--- src/rtl/ram_stream_reader_pkg.sv ---
// ram_stream_reader_pkg
//   Shared definitions for the RAM stream reader: ceiling-log2 helper used to
//   size address ports (also used by ram_dc), FSM state type and read-buffer
//   sizing constants.
package ram_stream_reader_pkg;

    // Ceiling log2; a 1-entry RAM still gets a 1-bit address.
    function automatic int log2_ceil(input int n);
        int r;
        r = 0;
        while ((1 << r) < n) begin
            r = r + 1;
        end
        if (r == 0) begin
            r = 1;
        end
        return r;
    endfunction

    typedef enum logic [1:0] {
        ST_IDLE  = 2'd0,
        ST_RUN   = 2'd1,
        ST_DRAIN = 2'd2,
        ST_FIN   = 2'd3
    } rsr_state_e;

    localparam int RD_BUF_DEPTH = 2;
    localparam int RD_BUF_CNT_W = 2;

endpackage

--- src/rtl/ram_stream_reader_buf.sv ---
// ram_rd_buf
//   Two-entry FIFO of {data, last} between the RAM read pipeline and the
//   output stream. The head entry drives the stream directly from flops, so
//   out_data/out_last cannot change while a word waits for out_ready.
//   Ports:
//     clock, n_rst          clock, asynchronous active-low reset
//     in_valid/in_data/in_last   word captured from the RAM this edge
//     out_valid/out_data/out_last/out_ready   valid/ready stream side
//     count                 current occupancy (0..2), used for issue gating
module ram_rd_buf
    import ram_stream_reader_pkg::*;
#(
    parameter int WORD_SIZE = 8
) (
    input  logic                    clock,
    input  logic                    n_rst,
    input  logic                    in_valid,
    input  logic [WORD_SIZE-1:0]    in_data,
    input  logic                    in_last,
    output logic                    out_valid,
    output logic [WORD_SIZE-1:0]    out_data,
    output logic                    out_last,
    input  logic                    out_ready,
    output logic [RD_BUF_CNT_W-1:0] count
);

    logic [WORD_SIZE-1:0]    data_q [RD_BUF_DEPTH];
    logic [WORD_SIZE-1:0]    data_d [RD_BUF_DEPTH];
    logic                    last_q [RD_BUF_DEPTH];
    logic                    last_d [RD_BUF_DEPTH];
    logic                    wr_ptr_q, wr_ptr_d;
    logic                    rd_ptr_q, rd_ptr_d;
    logic [RD_BUF_CNT_W-1:0] count_q, count_d;
    logic                    push, pop;

    assign out_valid = (count_q != '0);
    assign out_data  = data_q[rd_ptr_q];
    assign out_last  = out_valid & last_q[rd_ptr_q];
    assign count     = count_q;

    // The reader never pushes into a full buffer: issue gating accounts for
    // words in flight, so no overflow guard is needed here.
    assign push = in_valid;
    assign pop  = out_valid & out_ready;

    always_comb begin
        data_d   = data_q;
        last_d   = last_q;
        wr_ptr_d = wr_ptr_q;
        rd_ptr_d = rd_ptr_q;
        count_d  = count_q;
        if (push) begin
            data_d[wr_ptr_q] = in_data;
            last_d[wr_ptr_q] = in_last;
            wr_ptr_d         = ~wr_ptr_q;
        end
        if (pop) begin
            rd_ptr_d = ~rd_ptr_q;
        end
        case ({push, pop})
            2'b10:   count_d = count_q + 2'd1;
            2'b01:   count_d = count_q - 2'd1;
            default: count_d = count_q;
        endcase
    end

    always_ff @(posedge clock or negedge n_rst) begin
        if (!n_rst) begin
            for (int i = 0; i < RD_BUF_DEPTH; i++) begin
                data_q[i] <= '0;
                last_q[i] <= 1'b0;
            end
            wr_ptr_q <= 1'b0;
            rd_ptr_q <= 1'b0;
            count_q  <= '0;
        end else begin
            data_q   <= data_d;
            last_q   <= last_d;
            wr_ptr_q <= wr_ptr_d;
            rd_ptr_q <= rd_ptr_d;
            count_q  <= count_d;
        end
    end

endmodule

--- src/rtl/ram_stream_reader.sv ---
// ram_stream_reader
//   Read-side controller for a single-port, 1-cycle-latency RAM with no read
//   enable. A start pulse reads `length` consecutive words from `base_addr`
//   (wrapping at RAM_SIZE) and streams them out over valid/ready.
//   Ports:
//     clock, n_rst                  clock, asynchronous active-low reset
//     start, base_addr, length      request, sampled only while idle
//     busy, done                    status; done pulses once per transfer
//     rd_addr, rd_data              RAM read port (data one clock after addr)
//     out_data/out_valid/out_ready/out_last   output stream
//
//   state    | meaning
//   ---------+------------------------------------------------------------
//   ST_IDLE  | waiting for start
//   ST_RUN   | issuing addresses while buffer space allows
//   ST_DRAIN | all addresses issued, waiting for the last word handshake
//   ST_FIN   | one-cycle done pulse, then back to idle
module ram_stream_reader
    import ram_stream_reader_pkg::*;
#(
    parameter  int WORD_SIZE = 8,
    parameter  int RAM_SIZE  = 1024,
    localparam int ADDR_BITW = log2_ceil(RAM_SIZE)
) (
    input  logic                 clock,
    input  logic                 n_rst,
    input  logic                 start,
    input  logic [ADDR_BITW-1:0] base_addr,
    input  logic [ADDR_BITW:0]   length,
    output logic                 busy,
    output logic                 done,
    output logic [ADDR_BITW-1:0] rd_addr,
    input  logic [WORD_SIZE-1:0] rd_data,
    output logic [WORD_SIZE-1:0] out_data,
    output logic                 out_valid,
    input  logic                 out_ready,
    output logic                 out_last
);

    localparam int CNT_BITW = ADDR_BITW + 1;

    rsr_state_e              state_q, state_d;
    logic [ADDR_BITW-1:0]    rd_addr_q, rd_addr_d;
    logic [CNT_BITW-1:0]     remaining_q, remaining_d;
    logic                    inflight_q, inflight_d;
    logic                    inflight_last_q, inflight_last_d;

    logic [CNT_BITW-1:0]     len_clamped;
    logic [ADDR_BITW-1:0]    addr_next;
    logic [RD_BUF_CNT_W-1:0] buf_count;
    logic                    buf_valid;
    logic                    buf_last;
    logic                    buf_pop;
    logic [2:0]              occupancy;
    logic [2:0]              space_limit;
    logic                    slot_free;
    logic                    issue;

    assign len_clamped = (length > CNT_BITW'(RAM_SIZE)) ? CNT_BITW'(RAM_SIZE) : length;
    assign addr_next   = (rd_addr_q == ADDR_BITW'(RAM_SIZE - 1)) ? '0
                                                                 : rd_addr_q + ADDR_BITW'(1);

    assign buf_pop = buf_valid & out_ready;

    // A word leaving the buffer this cycle frees its slot in time for the
    // word issued now, which arrives two edges later. Counting that pop is
    // what lets the stream sustain one word per cycle with only two entries.
    assign occupancy   = {1'b0, buf_count} + {2'b00, inflight_q};
    assign space_limit = 3'd2 + {2'b00, buf_pop};
    assign slot_free   = (occupancy < space_limit);

    always_comb begin
        state_d     = state_q;
        rd_addr_d   = rd_addr_q;
        remaining_d = remaining_q;
        issue       = 1'b0;
        case (state_q)
            ST_IDLE: begin
                if (start) begin
                    rd_addr_d   = base_addr;
                    remaining_d = len_clamped;
                    state_d     = (len_clamped == '0) ? ST_FIN : ST_RUN;
                end
            end
            ST_RUN: begin
                if (slot_free) begin
                    issue       = 1'b1;
                    remaining_d = remaining_q - CNT_BITW'(1);
                    if (remaining_q == CNT_BITW'(1)) begin
                        state_d = ST_DRAIN;
                    end else begin
                        rd_addr_d = addr_next;
                    end
                end
            end
            ST_DRAIN: begin
                if (buf_pop && buf_last) begin
                    state_d = ST_FIN;
                end
            end
            ST_FIN: begin
                state_d = ST_IDLE;
            end
            default: begin
                state_d = ST_IDLE;
            end
        endcase
        // The address presented this cycle is sampled by the RAM at the
        // coming edge; its data is on rd_data for the following cycle.
        inflight_d      = issue;
        inflight_last_d = issue && (remaining_q == CNT_BITW'(1));
    end

    always_ff @(posedge clock or negedge n_rst) begin
        if (!n_rst) begin
            state_q         <= ST_IDLE;
            rd_addr_q       <= '0;
            remaining_q     <= '0;
            inflight_q      <= 1'b0;
            inflight_last_q <= 1'b0;
        end else begin
            state_q         <= state_d;
            rd_addr_q       <= rd_addr_d;
            remaining_q     <= remaining_d;
            inflight_q      <= inflight_d;
            inflight_last_q <= inflight_last_d;
        end
    end

    assign busy    = (state_q != ST_IDLE);
    assign done    = (state_q == ST_FIN);
    assign rd_addr = rd_addr_q;

    ram_rd_buf #(
        .WORD_SIZE (WORD_SIZE)
    ) u_rd_buf (
        .clock     (clock),
        .n_rst     (n_rst),
        .in_valid  (inflight_q),
        .in_data   (rd_data),
        .in_last   (inflight_last_q),
        .out_valid (buf_valid),
        .out_data  (out_data),
        .out_last  (buf_last),
        .out_ready (out_ready),
        .count     (buf_count)
    );

    assign out_valid = buf_valid;
    assign out_last  = buf_last;

endmodule

--- config.mk ---
export PLATFORM = sky130hd
export DESIGN_NAME = ram_stream_reader
export DESIGN_NICKNAME = d
export VERILOG_FILES = /design/src/rtl/ram_stream_reader_pkg.sv /design/src/rtl/ram_stream_reader_buf.sv /design/src/rtl/ram_stream_reader.sv
export SDC_FILE = /design/constraint.sdc
export NUM_CORES = 1
export LEC_CHECK = 0
export BUFFER_PORTS_ARGS = -buffer_cell sky130_fd_sc_hd__buf_2
export CORE_MARGIN = 2
export CORE_UTILIZATION = 50
export CTS_BUF_LIST = sky130_fd_sc_hd__clkbuf_8
export CTS_CLUSTER_SIZE = 28
export DETAILED_ROUTE_END_ITERATION = 8
export PLACE_DENSITY_LB_ADDON = 0.08
export SLEW_MARGIN = 10
export SYNTH_ARGS = -nofsm -noshare
export SYNTH_HDL_FRONTEND = slang
export SYNTH_SLANG_ARGS = --single-unit
export TNS_END_PERCENT = 5
--- constraint.sdc ---
create_clock -name clock -period 1.7 [get_ports clock]
set_input_delay 0.085 -clock clock [delete_from_list [all_inputs] [get_ports clock]]
set_output_delay 0.085 -clock clock [all_outputs]
set_load 0.01 [all_outputs]
==> results of run 1 <==
## path summary, 6_finish.rpt
check	start	endpoint	slack, ns	cells past startpoint
worst max register to register	remaining_q[0]	remaining_q[8]	-0.07	7
worst min register to register	inflight_last_q	u_rd_buf.last_q[0]	0.51	1
worst max-delay path	remaining_q[0]	remaining_q[8]	-0.07	7
min in group asynchronous	n_rst	u_rd_buf.count[1]	0.40	3
max in group asynchronous	n_rst	remaining_q[3]	0.87	3
worst min-delay path	rd_data[5]	u_rd_buf.data_q[13]	0.02	2
## logic make-up (layout without fill, tap and decap cells)
kind of cell | after synthesis | count (layout)
buf+inv | 22 | 123
simple gates | 97 | 97
fa+ha+maj | 11 | 11
flops | 47 | 47
xor+xnor | 5 | 5
compound gates | 68 | 68
mux | 31 | 31
## repair_timing
| action | 4_1_cts | 5_1_grt |
|---|---|---|
| gates resized for setup | 11 | 30 |
| pin swaps | 0 | 9 |
| hold endpoints to repair | 47 | 0 |
| cloned | 0 | 0 |
| endpoints found under the setup margin | 18 | 23 |
| hold buffers | 1 | 0 |
| buffers inserted | 0 | 0 |
## cell usage in the layout, fill, tap and decap left out, types with 3 or more instances in the layout
cell,instances
a21oi_1,10
a21oi_2,3
a22oi_1,3
a32oi_1,3
and3_1,5
buf_2,54
buf_4,46
clkbuf_8,5
dfrtp_1,45
ha_1,6
ha_4,4
inv_1,8
inv_2,5
mux2_2,27
mux2i_1,4
nand2_1,14
nand3_1,9
nand3_2,3
nand4_1,3
nor2_1,23
nor3_1,9
nor3_4,3
nor3b_1,3
nor4_1,3
o21ai_0,10
o21ai_1,8
o22ai_1,7
xnor2_1,3
## through the flow
step	setup TNS (ns)	utilization, %	power, mW	std cells
after CTS	-0.215	67.1	7.66	454
after floorplan	0	-	4.98	281
after global placement	-0.376	64.2	6.58	445
after global routing	-1.44	69.2	8.61	454
final	-0.331	69.2	7.97	454
after detailed placement	-0.962	64.2	6.69	445
## registers in the layout, summed over array words and instances (netlist names)
register / count
inflight_last_q: 1
inflight_q: 1
rd_addr: 10
remaining_q: 11
state_q: 2
u_rd_buf.count: 2
u_rd_buf.data_q: 16
u_rd_buf.last_q: 2
u_rd_buf.rd_ptr_q: 1
u_rd_buf.wr_ptr_q: 1
## worst register-to-register path, delay by kind of cell, from the launching register on
family	cells	cell delay (ns)
AND/OR/NAND/NOR	2	0.69
AO/OA/AOI/OAI	3	0.30
adder cells (fa/ha/maj)	1	0.13
flip-flops	1	0.44
buffers and inverters	1	0.10
## layout make-up
| type | instances | area [µm²] |
|---|---|---|
| Multi-Input combinational cell | 212 | 1710 |
| Timing Repair Buffer | 102 | 641 |
| Tap cell | 72 | 90.1 |
| Inverter | 13 | 48.8 |
| Fill cell | 469 | 1690 |
| Clock inverter | 3 | 46.3 |
| Sequential cell | 47 | 1180 |
| Clock buffer | 5 | 68.8 |
## synthesized netlist by cell type (all sizes together), types with 4 or more instances
| master | instances |
|---|---|
| dfrtp | 47 |
| mux2 | 27 |
| nor2 | 25 |
| o21ai | 21 |
| nand2 | 15 |
| a21oi | 14 |
| nand3 | 14 |
| nor3 | 14 |
| inv | 13 |
| ha | 11 |
| o22ai | 7 |
| and3 | 6 |
| buf | 6 |
| mux2i | 4 |
| nor3b | 4 |
## power breakdown
part           internal [mW]  switching [mW]
Sequential              1.65           0.386
Combinational           2.50            2.56
Clock                  0.444           0.418
## layer usage
layer | track usage, % | vias to the layer above | routed length, µm
met5 | 0 | - | 0
met1 | 29.1 | 1206 | 2980
met4 | 5.17 | 0 | 59
li1 | - | 1239 | -
met2 | 40.7 | 60 | 3580
met3 | 3.98 | 7 | 307
==> summary.txt, run 1 <==
Status
  – Status: finished, violations left
  – Violations in the final reports: setup timing

Timing
  – Setup violators final: 9
  – Fin. max-slew vios: 0
  – Worst slew margin: 60.3%
  – Fin Hold WS: 0.0214 ns
  – Final-report hold violation count: 0
  – Worst slew pin tran: ~0.6 ns
  – Post-route setup slack: -0.0666 ns
  – Clock Skews: 0.00859 ns
  – Tmin final: 1.77 ns
  – Share of the cycle needed by the critical path after routing: 104%
  – RSZ-0062 raised after global routing: yes
  – Max Clk Rate: ~570 MHz

CTS
  – Clock Latency Late Sink: a little over 0.3 ns
  – Root buf cell: clkbuf_8
  – Clock Tree Buf Depth: 2
  – Sink Count: 47
  – CTS tree: done
  – H-tree levels: 2
  – Clock-pin slew on the worst setup and hold paths: 0.10 ns
  – Clock buffer count from CTS: 5

Route
  – DRT antenna net count: 0
  – Wire length per cell: 15.3 µm
  – Pre-antenna DRT Iters: 4
  – Final wirelength: 6930 µm
  – Drt drc: 0
  – DR iter-0 viols: 104
  – Vias/cell: between 5 and 6
  – DR vias: approximately 2500

Worst setup path
  – Crit Path Category: flop to flop
  – Buf+Inv Stages, Crit Path: 1
  – Critical Path AT: 1.97 ns
  – Crit start category: flop
  – Most frequent CP cell: o21ai_1
  – CP max stage cell: dfrtp_1
  – Largest stage delay, worst path: 0.44 ns
  – CP Cell Sequence: inv_2, ha_4, or3b_4, nor3_4, a21oi_2, o21ai_1, o21ai_1
  – Setup crit end kind: flop
  – Cell family with most CP delay: simple AND/OR/NAND/NOR gates
  – Critical Path RT: 1.90 ns
  – Worst Path Max Fanout: 4

Synthesis
  – Post-Synth Adder-Cell Area: under 10%
  – Synth Area in Compound Gates: 16.4%
  – Cells after Synth: about 280
  – Yosys cell types: 59
  – Yosys top cell area share: a little over two fifths
  – Area leader, netlist: dfrtp_1
  – Largest family of logic cells by synthesized area: simple AND/OR/NAND/NOR gates
  – Sequential element share of the synthesized area: a little over two fifths
  – Post-synth top flop: dfrtp_1
  – XOR/XNOR share of the synthesized area: 1.55%
  – Number of synthesized register bits: 47
  – Synth Area in Simple Gates: between 10% and 20%
  – Number of synthesized flops with an enable pin: 0
  – Top cells by area, synth: dfrtp_1 (42%), mux2_2 (11%), ha_1 (4.9%)
  – Syn_nets: ~330
  – Ys Warns: 0
  – Syn_area_per_cell: 10.0 µm²
  – Post-synthesis mux area share: between 10% and 20%
  – Post-synth ARST share: 100%
  – Post-Syn Area: around 2800 µm²

GRT
  – First-pass GRT wire length: 11300 µm
  – GRT Resource Usage Total: 22.9%
  – Initial antenna violation count: 0
  – Largest net degree at the start of global routing: 48
  – Vias in the first global route: 2453
  – Remaining Overflow, GRT: 0

Floorplan
  – Floorplan row count: 27
  – Initial core utilization: between 50% and 60%
  – Die Y: 79.1 µm
  – I/O Pins: 55
  – Die area: between 6000 and 7000 µm²
  – Core Region: 5470 µm²
  – Die Wd: 79.1 µm

Power
  – LEAKAGE: 1.67 nW
  – Power per Cell Area: 2100 nW/µm²
  – Max IR drop VDD: between 0.0009 and 0.001 V

Cells and area
  – Syn-to-layout area delta: 34.3%
  – Share of layout cells above drive strength 1: between 40% and 50%
  – Antenna Cells: 0
  – Final instance area: 3790 µm²
  – Fin nets: 425

Placed design
  – DP HPWL: 5080 µm
  – Buffers on Ports: between 50 and 60
  – Pre-CTS setup slack: -0.153 ns
  – Area of placed instances: 3510 µm²
  – Placer Congestion: around 0.84

Hold path
  – Worst Hold Class: primary input to flop

Flow run
  – Total of max-cap violations: 0
No activity file was read; power rests on OpenSTA's default activity.
==> run 2: changes to the inputs <==
- ABC_AREA: default -> 1
- CAP_MARGIN: default -> 20
==> run 2 against run 1 <==
Net effect:
- the flow now finishes without violations
- final cell count increased by 24%
- clock power is 1% lower
- flip-flop and latch count is the same
- power shrank 10%
- final area down 5.7%
- count of clock-buffer cells in the layout did not move
- register-to-register slack better by 0.15 ns
- critical path type unchanged
==> summary.txt, run 2 <==
Route
  – Vias/cell: 5.02 (-9.2%)
  – Pre-antenna DRT Iters: 4 (unchanged)
  – DR iter-0 viols: 103 (-0.96%)
  – DR vias: 2822 (+12%)
  – Wire length per cell: 12.4 µm (-19%)
  – Drt drc: 0 (unchanged)
  – Final wirelength: 6980 µm (+0.68%)
  – DRT antenna net count: 0 (unchanged)

CTS
  – CTS tree: done
  – Clock Tree Buf Depth: 2 (unchanged)
  – Clock-pin slew on the worst setup and hold paths: 0.09 ns (about the same)
  – H-tree levels: 2 (unchanged)
  – Sink Count: 47 (unchanged)
  – Root buf cell: clkbuf_8
  – Clock buffer count from CTS: 5 (unchanged)
  – Clock Latency Late Sink: 0.30 ns (about the same)

Synthesis
  – Yosys top cell area share: 40.2% (-1.5 points)
  – Number of synthesized flops with an enable pin: 0 (unchanged)
  – Most frequent cells after synthesis: nand2_1 (184), dfrtp_1 (47), inv_1 (38)
  – Syn_nets: 465 (+43%)
  – Ys Warns: 0 (unchanged)
  – Post-synthesis mux area share: 0% (-12 points)
  – Cells after Synth: 421 (+50%)
  – Post-Synth Adder-Cell Area: 4.70% (-0.18 points)
  – Synth Area in Compound Gates: 6.24% (-10 points)
  – Syn_area_per_cell: 6.95 µm² (-31%)
  – Post-synth ARST share: 100% (unchanged)
  – Number of synthesized register bits: 47 (unchanged)
  – Post-synth top flop: dfrtp_1
  – Synth Area in Simple Gates: 39.1% (+19 points)
  – Sequential element share of the synthesized area: 40.2% (-1.5 points)
  – Largest family of logic cells by synthesized area: simple AND/OR/NAND/NOR gates
  – Top cells by area, synth: dfrtp_1 (40%), nand2_1 (24%), nand3_1 (5.3%)
  – Top-count cell post-synth: nand2_1
  – Yosys cell types: 33 (-44%)
  – Area leader, netlist: dfrtp_1
  – XOR/XNOR share of the synthesized area: 2.09% (+0.54 points)
  – Post-Syn Area: 2930 µm² (+3.8%)

Status
  – Status: completed

Worst setup path
  – CP max stage cell: dfrtp_1
  – Setup crit end kind: flop
  – Cell family with most CP delay: simple AND/OR/NAND/NOR gates
  – Crit start category: flop
  – Critical Path AT: 1.86 ns (-0.11 ns)
  – Worst Path Max Fanout: 6 (+2)
  – Critical Path RT: 1.95 ns (+0.05 ns)
  – Crit Path Category: flop to flop
  – Buf+Inv Stages, Crit Path: 1 (unchanged)
  – CP Cell Sequence: ha_2, inv_1, nand3_2, nand2_2, nand2_4, nand2_4, nand2_8, nor2_4, nand2_1, nand2_1
  – Largest stage delay, worst path: 0.41 ns (-0.03 ns)

Power
  – Sequential cell fraction of total power: 29.6% (+4.0 points)
  – Design Power: 7.14 mW (-10%)
  – Pint: 3.72 mW (-19%)
  – P_sw: 3.42 mW (+1.6%)
  – Clock group share of total power: 11.9% (+1.1 points)
  – Switching Fraction: 47.9% (+5.7 points)
  – LEAKAGE: 1.98 nW (+18%)
  – Gate power share: 58.4% (-5.2 points)
  – Max IR drop VDD: 0.000994 V (+1.3%)
  – Power per Cell Area: 2000 nW/µm² (-5.0%)

GRT
  – Largest net degree at the start of global routing: 48 (unchanged)
  – Remaining Overflow, GRT: 0 (unchanged)
  – Initial antenna violation count: 0 (unchanged)
  – GRT Resource Usage Total: 21.8% (-1.1 points)
  – First-pass GRT wire length: 11200 µm (-1.0%)
  – Vias in the first global route: 2519 (+2.7%)

Timing
  – Fin Hold WS: 0.0365 ns (+0.0151 ns)
  – Tmin final: 1.61 ns (-0.154 ns)
  – Worst slew pin tran: 0.604 ns (+0.00762 ns)
  – Setup violators final: 0 (-9)
  – Post-route setup slack: 0.0876 ns (+0.154 ns)
  – RSZ-0062 raised after global routing: yes
  – Final-report hold violation count: 0 (unchanged)
  – Fin. max-slew vios: 0 (unchanged)
  – Clock Skews: 0.00625 ns (-0.00234 ns)
  – Worst slew margin: 59.8% (-0.51 points)
  – Share of the cycle needed by the critical path after routing: 94.8% (-9.1 points)
  – Max Clk Rate: 620 MHz (+9.6%)

Cells and area
  – Register with the most flip-flops: u_rd_buf.data_q
  – Syn-to-layout area delta: 22.0%
  – Share of layout cells above drive strength 1: 22.9% (-24 points)
  – Finished Layout Cells: 562 (+24%)
  – Fin nets: 533 (+25%)
  – Antenna Cells: 0 (unchanged)
  – Most frequent cells in the layout: nand2_1 (180), buf_2 (54), dfrtp_1 (46)
  – Largest register FFs: 16 (unchanged)
  – Core Util, Final: 64.0% (-5.2 points)
  – Most common cell after layout, fill and taps aside: nand2_1

Floorplan
  – Die area: 6480 µm² (+3.6%)
  – Die Wd: 80.5 µm (+1.8%)
  – Floorplan row count: 27 (unchanged)
  – I/O Pins: 55 (unchanged)
  – Initial core utilization: 52.5% (+0.97 points)
  – Die Y: 80.5 µm (+1.8%)
  – Core Region: 5570 µm² (+1.9%)

Placed design
  – Pre-CTS setup slack: -0.0366 ns (+0.116 ns)
  – # placed instances: 549 (+23%)
  – DP HPWL: 4970 µm (-2.1%)
  – Buffers on Ports: 54 (unchanged)
  – Placer Congestion: 0.872 (+3.7%)

Flow run
  – Total of max-cap violations: 0 (unchanged)

Hold path
  – Worst Hold Class: primary input to flop
run 2: layer usage:
metal	track usage, %	vias to the layer above	part of all wire (%)
li1	-	1447	-
met1	28.1	1293	46
met2	38.1	76	48
met3	3.71	6	4.7
met4	4.75	0	0.70
met5	0	-	0
run 2: path summary, 6_finish.rpt:
| path | from | endpoint | slack, ns | depth (start not counted) |
|---|---|---|---|---|
| setup / recovery | u_rd_buf.count[0] | remaining_q[5] | 0.09 | 10 |
| hold / removal | rd_data[2] | u_rd_buf.data_q[10] | 0.04 | 3 |
| setup reg to reg | u_rd_buf.count[0] | remaining_q[5] | 0.09 | 10 |
| hold reg to reg | u_rd_buf.data_q[12] | u_rd_buf.data_q[12] | 0.49 | 2 |
| max in group asynchronous | n_rst | state_q[0] | 0.88 | 3 |
| min in group asynchronous | n_rst | u_rd_buf.count[0] | 0.39 | 3 |
run 2: final cells by class:
class                           count  area (µm²)
Fill cell                         533        2000
Sequential cell                    47        1180
Clock inverter                      3        46.3
Inverter                           43         170
Clock buffer                        5        68.8
Multi-Input combinational cell    323        1630
Timing Repair Buffer               69         389
Tap cell                           72        90.1
run 2: power by group through the flow:
stage,clock [mW],sequential (mW),combinational [mW]
2_1_floorplan,0,2.05,2.73
3_3_place_gp,0,2.10,3.66
3_5_place_dp,0,2.12,3.76
4_1_cts,0.868,2.09,3.85
5_1_grt,0.918,2.18,4.72
6_report,0.851,2.11,4.17
run 2: per-stage QoR:
step	cell area (µm²)	setup TNS (ns)
final	3570	0
after CTS	3470	-0.000977
after detailed placement	3320	-0.195
after floorplan	2930	0
after global routing	3570	-0.0788
after global placement	3320	0
run 2: what timing repair did:
| action | 4_1_cts | 5_1_grt |
|---|---|---|
| setup endpoints to repair | 21 | 24 |
| pin swaps | 3 | 14 |
| endpoints found under the hold margin | 47 | 0 |
| gates cloned | 0 | 2 |
| setup buffers | 2 | 0 |
| gates resized for setup | 1 | 21 |
| hold buffers | 1 | 0 |
run 2: worst reg2reg max path: cells and delay by family, from the launching register on:
family	cells	cell delay (ns)
and+or+nand+nor	8	0.81
DFF	1	0.41
adders and majority gates	1	0.27
buffers and inverters	1	0.06
run 2: logic make-up after synthesis:
kind of cell	count (synthesis)
simple gates	268
buf+inv	53
flops	47
compound gates	35
fa+ha+maj	11
xor+xnor	7
==> run 3: changes to the inputs <==
- GPL_TIMING_DRIVEN: default -> 0
- SYNTH_HIERARCHICAL: default -> 1
==> run 3 against run 2 <==
Net effect:
- die area shrank 2.8%
- first-iteration DRC count grew 33%
- area after synthesis shrank 2.9%
- core utilization shrank 0.30 points
- sequential share of layout area grew 0.56 points
- non-clock buffer count grew 5
- combinational power shrank 5.0%
- largest cell class unchanged
- highest routed layer unchanged
==> summary.txt, run 3 <==
Worst setup path
  – Crit Path Category: flop to flop
  – Crit start category: flop
  – RR Startpoint: u_rd_buf/count[0]
  – Worst Path Max Fanout: 5 (-1)
  – Worst reg2reg path endpoint: rd_addr[4]
  – Critical Path RT: 1.91 ns (-0.04 ns)
  – CP Cell Sequence: ha_2, ha_4, nand2_2, nand2_4, nand2_4, nand3_4, inv_6, nand2_8, inv_6, buf_6, nand2_1, nand2_1
  – CP max stage cell: dfrtp_1
  – Setup crit end kind: flop
  – Reg-to-reg slack, setup: 0.003 ns (-0.08 ns)
  – Critical Path AT: 1.90 ns (+0.04 ns)
  – FF-to-FF path depth: 12 (+2)
  – Largest stage delay, worst path: 0.42 ns (about the same)

Cells and area
  – Multi-input logic area: 1510 µm² (-7.1%)
  – Register Area: 1180 µm² (unchanged)
  – Most frequent cells in the layout: nand2_1 (135), buf_2 (55), dfrtp_1 (46)
  – Largest register FFs: 16 (unchanged)
  – Register with the most flip-flops: u_rd_buf/data_q
  – Total of fill cells in the finished design: 514 (-3.6%)
  – Fin nets: 508 (-4.7%)
  – Most common cell after layout, fill and taps aside: nand2_1
  – Finished Layout Cells: 537 (-4.4%)
  – Antenna Cells: 0 (unchanged)
  – Final instance area: 3510 µm² (-1.7%)
  – Core Util, Final: 63.7% (-0.30 points)
  – Share of layout cells above drive strength 1: 25.2% (+2.3 points)
  – Syn-to-layout area delta: 23.5%

Synthesis
  – XOR/XNOR share of the synthesized area: 1.85% (-0.25 points)
  – Largest family of logic cells by synthesized area: simple AND/OR/NAND/NOR gates
  – Post-synthesis mux area share: 0% (unchanged)
  – Cells after Synth: 392 (-6.9%)
  – Post-Synth Adder-Cell Area: 4.84% (+0.14 points)
  – Synth Area in Compound Gates: 12.6% (+6.4 points)
  – Syn_area_per_cell: 7.25 µm² (+4.3%)
  – Yosys top cell area share: 41.4% (+1.2 points)
  – Most frequent cells after synthesis: nand2_1 (139), dfrtp_1 (47), inv_1 (38), o21ai_0 (38), nor2_1 (31)
  – Post-Syn Area: 2840 µm² (-2.9%)
  – Sequential element share of the synthesized area: 41.4% (+1.2 points)
  – Yosys cell types: 27 (-18%)
  – Post-synth ARST share: 100% (unchanged)
  – Top cells by area, synth: dfrtp_1 (41%), nand2_1 (18%), o21ai_0 (6.7%)
  – Synth Area in Simple Gates: 31.4% (-7.8 points)
  – Area leader, netlist: dfrtp_1
  – Number of synthesized flops with an enable pin: 0 (unchanged)
  – Top-count cell post-synth: nand2_1
  – Ys Warns: 6 (+6)
  – Number of synthesized register bits: 47 (unchanged)
  – Post-synth top flop: dfrtp_1
  – Syn_nets: 436 (-6.2%)

GRT
  – Remaining Overflow, GRT: 0 (unchanged)
  – Largest net degree at the start of global routing: 48 (unchanged)
  – First-pass GRT wire length: 11500 µm (+2.8%)
  – Vias in the first global route: 2524 (+0.20%)
  – Initial antenna violation count: 0 (unchanged)
  – GRT Resource Usage Total: 23.1% (+1.4 points)

Placed design
  – Buffers on Ports: 54 (unchanged)
  – Area of placed instances: 3200 µm² (-3.5%)
  – Placer Congestion: 0.845 (-3.1%)
  – DP HPWL: 4720 µm (-5.1%)
  – # placed instances: 518 (-5.6%)

Timing
  – Tmin final: 1.70 ns (+0.0848 ns)
  – Setup violators final: 0 (unchanged)
  – Clock Skews: 0.00272 ns (-0.00353 ns)
  – Fin. max-slew vios: 0 (unchanged)
  – Share of the cycle needed by the critical path after routing: 99.8% (+5.0 points)
  – RSZ-0062 raised after global routing: yes
  – Final-report hold violation count: 0 (unchanged)
  – Worst slew margin: 65.9% (+6.2 points)
  – Worst slew pin tran: 0.511 ns (-0.0924 ns)
  – Max Clk Rate: 589 MHz (-5.0%)

CTS
  – Root buf cell: clkbuf_8
  – Clock buffer count from CTS: 5 (unchanged)
  – Sink Count: 47 (unchanged)
  – CTS tree: done
  – H-tree levels: 2 (unchanged)
  – Clock Latency Late Sink: 0.31 ns (about the same)
  – Clock-pin slew on the worst setup and hold paths: 0.10 ns (about the same)
  – Clock Tree Buf Depth: 2 (unchanged)

Route
  – Vias/cell: 5.05 (+0.61%)
  – Drt drc: 0 (unchanged)
  – DRT antenna net count: 0 (unchanged)
  – Pre-antenna DRT Iters: 4 (unchanged)
  – Final wirelength: 6800 µm (-2.5%)
  – DR vias: 2713 (-3.9%)
  – Wire length per cell: 12.7 µm (+2.0%)
  – DR iter-0 viols: 137 (+33%)

Floorplan
  – Floorplan row count: 27 (unchanged)
  – Die area: 6300 µm² (-2.8%)
  – Die Y: 79.4 µm (-1.4%)
  – Initial core utilization: 51.6% (-0.90 points)
  – Core Region: 5510 µm² (-1.2%)
  – Die Wd: 79.4 µm (-1.4%)
  – I/O Pins: 55 (unchanged)

Power
  – LEAKAGE: 1.85 nW (-6.7%)
  – Max IR drop VDD: 0.000870 V (-13%)
  – Power per Cell Area: 1930 nW/µm² (-3.5%)

Status
  – Status: completed

Hold path
  – Hold Crit Start: rd_data[6]
  – Hold path cells: 3 (unchanged)
  – Hold endpoint: u_rd_buf/data_q[14]
  – Worst Hold Class: primary input to flop

Flow run
  – Total of max-cap violations: 0 (unchanged)
run 3: changes by cell type in the layout (fill, tap and decap cells not counted), sizes merged, moves of 2 or more:
cell and change:
a21oi +5, clkbuf +5, clkinv +2, nand2 -47, nand3 -5, nor3 +4, o21ai +21, or2 -6
xor2 -2
run 3: metrics by stage:
stage	total power [mW]	setup slack [ns]	setup TNS (ns)	hold WS, ns
finish	6.77	0.00277	0	0.0297
global route	7.44	-0.0913	-0.914	0.0271
CTS	6.49	0.00419	0	0.0251
detailed placement	5.43	-0.262	-4.17	0.332
global placement	5.33	-0.231	-3.54	0.343
floorplan	4.44	0.0165	0	-0.211
run 3: metal layers:
metal	up-vias	part of all wire (%)	global-route usage, %
met5	-	0	0
li1	1397	-	-
met1	1238	45	31.0
met3	6	4.8	4.07
met4	0	0.90	5.52
met2	72	49	39.1
run 3: cells by family after synthesis:
kind of cell / count (synthesis)
AND/OR/NAND/NOR: 214
AO/OA/AOI/OAI: 61
buffers and inverters: 53
flip-flops: 47
adder cells (fa/ha/maj): 11
XOR/XNOR: 6
run 3: what timing repair did:
action,4_1_cts,5_1_grt
hold endpoints to repair,47,0
setup buffers,5,3
gates cloned,1,0
pin swaps,2,5
setup endpoints to repair,22,23
hold buffers,1,0
gates resized for setup,16,21
run 3: area by class of cell:
type	count	area share [%]
multi-input combinational	292	43.1
inverter	44	4.99
buffer	9	1.93
clock buffer	6	2.35
clock inverter	2	0.463
tap	72	2.57
sequential	47	33.5
timing repair buffer	65	11.1
run 3: critical path: cells and delay by family, from the launching register on:
kind,cells,cell delay [ns]
buffers and inverters,3,0.21
AND/OR/NAND/NOR,7,0.48
adder cells (fa/ha/maj),2,0.47
flip-flops,1,0.42
run 3: how the worst max path moves through the flow:
| stage | from | to | slack [ns] | cells past startpoint |
|---|---|---|---|---|
| final | u_rd_buf/count[0] | rd_addr[4] | 0.003 | 12 |
| after global routing | u_rd_buf/count[0] | rd_addr[4] | -0.09 | 12 |
| after CTS | u_rd_buf/count[1] | rd_addr[9] | 0.004 | 13 |
| after detailed placement | u_rd_buf/count[0] | rd_addr[6] | -0.26 | 12 |
| after global placement | u_rd_buf/count[0] | rd_addr[9] | -0.23 | 12 |
| after floorplan | u_rd_buf/count[0] | rd_addr[8] | 0.02 | 11 |
run 3: report_power, final:
part / leakage (nW) / total (mW) / internal [mW] / switching [mW]
combinational: 1.21 / 3.96 / 1.63 / 2.33
sequential: 0.588 / 2.06 / 1.64 / 0.428
clock: 0.0474 / 0.752 / 0.333 / 0.419
